## config.mk

```make
export PLATFORM = sky130hd
export DESIGN_NAME = pong_ball_controller
export DESIGN_NICKNAME = d
export VERILOG_FILES = /design/src/rtl/pong_ball_controller.sv
export SDC_FILE = /design/constraint.sdc
export NUM_CORES = 1
export LEC_CHECK = 0
export CORE_MARGIN = 2
export CORE_UTILIZATION = 25
export CTS_BUF_LIST = sky130_fd_sc_hd__clkbuf_2
export DETAILED_ROUTE_END_ITERATION = 10
export HOLD_SLACK_MARGIN = 0.02
export RECOVER_POWER = 25
export REMOVE_ABC_BUFFERS = 1
export SYNTH_ARGS = -nofsm -noshare
export SYNTH_HDL_FRONTEND = slang
export SYNTH_SLANG_ARGS = --single-unit
```

## constraint.sdc

```tcl
create_clock -name tick -period 4.31 [get_ports tick]
set_clock_uncertainty 0.15 [all_clocks]
set_input_delay 0.6465 -clock tick [delete_from_list [all_inputs] [get_ports tick]]
set_output_delay 0.6465 -clock tick [all_outputs]
set_load 0.01 [all_outputs]
```

## src/rtl/pong_ball_controller.sv

```systemverilog
// Pong rules engine: serve timing, collision detection, bounce handshake
// with the ball component, scoring and game-over handling.
module pong_ball_controller #(
    parameter int SCREEN_W    = 640,
    parameter int SCREEN_H    = 480,
    parameter int BALL_W      = 15,
    parameter int BALL_H      = 15,
    parameter int PADDLE_W    = 10,
    parameter int PADDLE_H    = 60,
    parameter int LPAD_X      = 20,
    parameter int RPAD_X      = 610,
    parameter int SERVE_TICKS = 60,
    parameter int WIN_SCORE   = 9
) (
    input  logic       tick,
    input  logic       reset,
    input  logic       start,
    input  logic [9:0] ball_posx,
    input  logic [9:0] ball_posy,
    input  logic [9:0] lpad_y,
    input  logic [9:0] rpad_y,
    output logic       bounce_trigger,
    output logic       bounce_direction,
    output logic       ball_run,
    output logic [3:0] score_l,
    output logic [3:0] score_r,
    output logic       game_over
);

    typedef enum logic [2:0] {
        IDLE, SERVE, PLAY, BOUNCE, SCORED, OVER
    } state_t;

    localparam int CW = (SERVE_TICKS > 1) ? $clog2(SERVE_TICKS) : 1;
    localparam logic [CW-1:0] SERVE_LAST = CW'(SERVE_TICKS - 1);

    localparam logic [10:0] SW  = 11'(SCREEN_W);
    localparam logic [10:0] SH  = 11'(SCREEN_H);
    localparam logic [10:0] BW  = 11'(BALL_W);
    localparam logic [10:0] BH  = 11'(BALL_H);
    localparam logic [10:0] PW  = 11'(PADDLE_W);
    localparam logic [10:0] PH  = 11'(PADDLE_H);
    localparam logic [10:0] LX  = 11'(LPAD_X);
    localparam logic [10:0] RX  = 11'(RPAD_X);
    localparam logic [3:0]  WIN = 4'(WIN_SCORE);

    state_t          state;
    state_t          nxt;
    logic [CW-1:0]   cnt;
    logic            armed;
    logic [9:0]      lat_x;
    logic [9:0]      lat_y;

    logic [10:0] px, py, ly, ry;
    logic        miss_l, miss_r, hit_l, hit_r, wall, moved;
    logic        inc_l, inc_r, clr, dir_n, run_n;

    // Collision terms, widened to 11 bits so the sums never wrap
    always_comb begin
        px     = {1'b0, ball_posx};
        py     = {1'b0, ball_posy};
        ly     = {1'b0, lpad_y};
        ry     = {1'b0, rpad_y};
        miss_l = (px == 11'd0);
        miss_r = (px + BW >= SW);
        hit_l  = (px <= LX + PW - 11'd1) && (px + BW > LX)
              && (py + BH > ly) && (py < ly + PH);
        hit_r  = (px + BW >= RX + 11'd1) && (px < RX + PW)
              && (py + BH > ry) && (py < ry + PH);
        wall   = (py == 11'd0) || (py + BH >= SH);
        moved  = (ball_posx != lat_x) || (ball_posy != lat_y);
    end

    // Next-state and scoring decisions
    always_comb begin
        nxt   = state;
        inc_l = 1'b0;
        inc_r = 1'b0;
        clr   = 1'b0;
        dir_n = bounce_direction;
        unique case (state)
            IDLE:   if (start) nxt = SERVE;
            SERVE:  if (cnt == SERVE_LAST) nxt = PLAY;
            PLAY: begin
                if (miss_l) begin
                    inc_r = 1'b1;
                    nxt   = SCORED;
                end else if (miss_r) begin
                    inc_l = 1'b1;
                    nxt   = SCORED;
                end else if (hit_l || hit_r) begin
                    dir_n = 1'b1;
                    nxt   = BOUNCE;
                end else if (wall) begin
                    dir_n = 1'b0;
                    nxt   = BOUNCE;
                end
            end
            BOUNCE: if (moved) nxt = PLAY;
            SCORED: begin
                if (score_l == WIN || score_r == WIN) nxt = OVER;
                else nxt = SERVE;
            end
            OVER: begin
                if (start) begin
                    clr = 1'b1;
                    nxt = SERVE;
                end
            end
            default: nxt = IDLE;
        endcase
        // Ball only runs once it has spent a full tick in play
        run_n = (state == PLAY || state == BOUNCE)
             && (nxt == PLAY || nxt == BOUNCE);
    end

    // State, counters, latches and registered outputs
    always_ff @(posedge tick or negedge reset) begin
        if (!reset) begin
            state            <= IDLE;
            cnt              <= '0;
            armed            <= 1'b0;
            lat_x            <= '0;
            lat_y            <= '0;
            bounce_trigger   <= 1'b0;
            bounce_direction <= 1'b0;
            ball_run         <= 1'b0;
            score_l          <= '0;
            score_r          <= '0;
            game_over        <= 1'b0;
        end else if (!armed) begin
            armed <= 1'b1;
        end else begin
            state <= nxt;
            if (state == SERVE && nxt == SERVE) cnt <= cnt + 1'b1;
            else cnt <= '0;
            if (state == PLAY && nxt == BOUNCE) begin
                lat_x <= ball_posx;
                lat_y <= ball_posy;
            end
            bounce_direction <= dir_n;
            bounce_trigger   <= (nxt == BOUNCE);
            ball_run         <= run_n;
            game_over        <= (nxt == OVER);
            if (clr) begin
                score_l <= '0;
                score_r <= '0;
            end else begin
                if (inc_l && score_l != WIN) score_l <= score_l + 4'd1;
                if (inc_r && score_r != WIN) score_r <= score_r + 4'd1;
            end
        end
    end

endmodule

```

Word level (Yosys, flattened, before mapping)
Index checks and enable logic that the tools add are counted.
- memory bits (writable): 0
- logic and storage cells: 97
- memories kept: 0
- register bits: 42
- ROM bits: 0
- input port bits: 43
- latch bits: 0
- mux-type cells: 23
- order comparisons: 10
- shift operators: 0
- add/subtract/negate cells: 7
- divide/modulo/power cells: 0
- multipliers: 0
- bitwise logic cells: 2
- reduce and logical (&&, ||, !) cells: 28
- equality and inequality tests: 16
- operator list (kind ; number):
    3-bit two-way mux ; 8
    10-bit by 4-bit adder with 11-bit output, second input constant ; 2
    10-bit by 6-bit adder with 11-bit output, second input constant ; 2
    11-bit by 10-bit greater-or-equal comparator with 1-bit output, second input constant ; 2
    11-bit by 10-bit > comparator with 1-bit output ; 2
    10-bit by 11-bit less-than comparator with 1-bit output ; 2
    10-bit zero test ; 2
    10-bit != test ; 2
    4-bit two-way mux ; 4
    3-bit case mux with 5 select lines ; 1
    3-bit by 2-bit equality test with 1-bit output, second input constant ; 4
    11-bit by 9-bit greater-or-equal comparator with 1-bit output, second input constant ; 1
    11-bit by 5-bit > comparator with 1-bit output, second input constant ; 1
    1-bit logical AND ; 11
    10-bit by 5-bit less-or-equal comparator with 1-bit output, second input constant ; 1
    10-bit less-than comparator, second input constant ; 1
    3-bit equality test, second input constant ; 3
    1-bit two-way mux ; 9
    4-bit by 1-bit adder with 4-bit output, second input constant ; 2
    4-bit equality test, second input constant ; 2
    4-bit != test, second input constant ; 2
    6-bit by 1-bit adder with 6-bit output, second input constant ; 1
    3-bit by 1-bit equality test with 1-bit output, second input constant ; 2
    6-bit equality test, second input constant ; 1
    other kinds (8) ; 18

Depth between registers and ports, before layout
- depth after elaboration: 13
- depth in mapped cells: 14
- depth with buffers taken out: 13

Least setup slack after synthesis
Ideal clock, no wire load.
- kind: input-to-reg
- from: input ball_posy[0]
- to: register lat_x[0]
- setup slack: 732 ps
- buffers on the path: 1
- library setup time: 125 ps
- arrival: 3303 ps
- stages on the path: 14
- required time: 4035 ps
- cell sequence: inv_1 ha_1 and2_1 nor2_1 xnor2_1 ha_1 a21o_1 a21oi_1 or4bb_1 a21boi_0 a2111o_1 a31oi_4 buf_6 mux2_4
- longest elaborated chain between the ends: 12
- elaborated cells between the ends (all ways): 24
- classes of those cells: 1 x add/sub; 5 x order compare; 2 x eq/ne; 6 x mux; 10 x reduce/logical
- RTL lines (item ; RTL line ; RTL):
    start: declaration ; 19 ; input logic [9:0] ball_posy,
    10-bit by 4-bit adder with 11-bit output ; 67, 69, 70 ;
    11-bit by 10-bit > comparator with 1-bit output, on equally long branches ; 67, 69 ;
    1-bit logical AND, on equally long branches (2 in a row) ; 67, 69 ;
    1-bit logical OR ; 91 ; end else if (hit_l || hit_r) begin
    3-bit two-way mux ; 91 ;
    3-bit two-way mux ; 88 ; end else if (miss_r) begin
    3-bit two-way mux ; 85 ; if (miss_l) begin
    3-bit case mux with 5 select lines (*) ; 81 ; unique case (state)
    3-bit by 2-bit equality test with 1-bit output (*) ; 137 ; if (state == PLAY && nxt == BOUNCE) begin
    1-bit logical AND (*) ; 137 ;
    2-bit AND reduction (no source line) (*) ; n/a ;
    end signal: assignment ; 138 ; lat_x <= ball_posx;
    end: declaration ; 51 ; logic [9:0] lat_x;
Every way passes the cells marked *; elsewhere a longest branch is shown, timed or not.
A chain may end at the register's enable or synchronous reset.

Final worst setup path
Same ends and word-level chain as after synthesis.

==> reports/qor.yml <==
drc: 0
total_power_mw: 1.19
period_minus_slack_ns: 4.01
cp-end-kind: "flip-flop"
fmax_mhz: 249
worstPathMaxFanout: 6
clk_pin_slew_ns: 0.20
synth-seq-cells: 42
clk_root_buffer_cell: "clkbuf_2"
layout_commonest_cell: "clkdlybuf4s50_1"
dp_worst_setup_slack_ns: -0.154
yosysWarningCount: 0
worstMarginPinSlew_ns: 2.29
synth_cell_type_count: 63
area_growth_pct: 24.5
cts_buffers: 5
drtAntennaViolNets: 0
routabilityCongestion: 0.801
drv_slew: 43
rows: 46
hold_class: "reg -> reg"
synth_edf_count: 0
hold_end: "cnt[0]"
worstPathRequired_ns: 4.45
ys.flop_type: "dfrtp_1"
layout_common_cells: "clkdlybuf4s50_1 (53), ha_1 (51), dfrtp_1 (42)"
portBuffers: 54
cts_max_path_buffers: 2
hold_start: "cnt[0]"
cts_tree: "yes"
start_util_pct: 25.4
post_cts_buffers: 0
synthCells: 439
critical_path_arrival_ns: 4.15
grt_max_degree: 43
setup_violations: 0
diodes: 0
fin_tns_setup_ns: 0
n_fill_cell: 1676
chipWidth_um: 131
synth-seq-area-share_pct: 26.2
maxCapViolCount: 1
hold_depth: 1
die_h_um: 131
clkLatencyLatePin_ns: 0.42
overflow: 0
cts_resized: 0
routed_wl_mm: 10.5
rsz0062_at_grt: "false"
viasPerCell: 4.87
grt_pass1_wl_mm: 17.6
syn-cell-area_sq_um: 4010
p_leak_nw: 2.21
p_per_area_nw_per_um2: 239
hold_viol_final: 0
fin_ws_ns: 0.301
syn_area_per_cell_sq_um: 9.13
yosysTopAreaCell: "dfrtp_1"
num_vias: 3547
r2r_slack_ns: 2.16
slew_headroom_pct: -52.7
synth_area_leaders: "dfrtp_1 (26%), ha_1 (16%), mux2_4 (6.7%)"
wl_per_cell_um: 14.4
holdBufCountCts: 0
cts_num_sinks: 42
violations: "capacitance limit, slew limit"
layout_worst_path_cycle_share_pct: 93.0
synth_top_area_share_pct: 26.2
drive_gt1_share_pct: 12.7
cts_max_level: 2
final_core_util_pct: 31.7
ff2ff_path_depth: 4
worstReg2RegStart: "armed"
pin_count: 55
design.final.nets: 606
worstReg2RegEnd: "lat_x[0]"
worstSetupStartpointType: "input port"
drtPass1Iterations: 4
path_class: "in -> reg"
grt_util_all_layers_pct: 12.8
dp_hpwl_mm: 8.57
core_area_sq_um: 15800
worst_ir_drop_vdd_mv: 0.0971
drtIter0Drc: 163
grt_antenna_before_repair: 0
multi_input_area_sq_um: 2730
status: "complete, but fails checks"
die_area_sq_um: 17100
synthArstFlopShare_pct: 100
seq_area_sq_um: 1050
grt_pass1_vias: 3659
flip-flops by register name (all words and copies together) (netlist names):
signal            flops
cnt                   6
score_l               4
lat_y                10
bounce_direction      1
score_r               4
lat_x                10
bounce_trigger        1
state                 3
ball_run              1
game_over             1
armed                 1
synth_stat cells, types with 2 or more instances:
master and count:
ha_1 51, dfrtp_1 42, nand2_1 35, inv_1 31, a21oi_1 26, xor2_1 22
o21ai_0 20, xnor2_1 19, mux2_4 18, nor2_1 17, nand4_1 15, nor3_1 11
nand3_1 9, clkbuf_1 8, o31ai_1 8, buf_2 7, nor2b_1 7, o21ai_1 7
nand3b_1 6, nor4_1 6, a31oi_1 5, and3_1 5, a21o_1 4, nor4b_1 4
o211ai_1 4, and2_1 3, and4_1 3, buf_6 3, a211o_1 2, inv_2 2
mux2_1 2, mux2i_1 2, nand2b_1 2, o2bb2ai_1 2, o31a_1 2, o41a_1 2
routing by layer:
metal	wire, um	share of wire [%]	GRT usage (%)	up-vias
met3	421	4.0	1.95	13
met2	5000	47	21.8	99
li1	-	-	-	1744
met4	170	1.6	3.38	0
met1	4930	47	16.9	1691
met5	0	0	0	-
cell families after synthesis:
logic type               count (synthesis)  share of synthesized area [%]
other                                    1                         0.0935
multiplexers                            22                           7.80
adder cells (fa/ha/maj)                 51                           15.9
buffers and inverters                   52                           5.68
XOR/XNOR                                41                           8.96
flip-flops                              42                           26.2
AO/OA/AOI/OAI                           99                           16.8
AND/OR/NAND/NOR                        131                           18.5
how the worst max path moves through the flow:
stage                            start        to  slack, ns
after floorplan           ball_posy[0]  lat_y[0]       0.57
after global placement    ball_posy[0]  lat_y[1]      -0.12
after detailed placement  ball_posy[0]  lat_x[1]      -0.15
after CTS                 ball_posy[0]  lat_x[0]       0.29
after global routing      ball_posy[1]  lat_y[0]       0.15
final                     ball_posy[0]  lat_x[0]       0.30
power breakdown:
| part | internal, mW | switching [mW] |
|---|---|---|
| logic | 0.263 | 0.220 |
| clock network | 0.0393 | 0.131 |
| registers | 0.469 | 0.0693 |
worst max-delay path, cell delays in order:
cell and delay [ns]:
clkdlybuf4s50_1 0.47, inv_1 0.06, ha_1 0.21, and2_1 0.16, buf_4 0.14, nor2_1 0.12, xor2_1 0.10, buf_4 0.15
ha_1 0.30, nand4_1 0.18, a21oi_1 0.26, nor4b_1 0.09, o31ai_1 0.29, nand4_1 0.22, a31oi_4 0.24, buf_4 0.22
mux2_4 0.30
layout make-up:
cell class / instances / area share (%)
clock buffer: 6 / 0.602
multi-input combinational: 345 / 54.7
tap: 216 / 5.41
sequential: 42 / 21.1
clock inverter: 1 / 0.150
inverter: 33 / 2.48
timing repair buffer: 85 / 15.6
per-stage QoR:
step,instance area (sq um),hold WS (ns),std cells
after floorplan,3910,0.201,420
after global placement,4960,0.330,721
after detailed placement,4960,0.331,721
after CTS,4990,0.220,728
after global routing,4990,0.407,728
final,4990,0.375,728
Note: power is estimated with default switching activity, not from simulation.
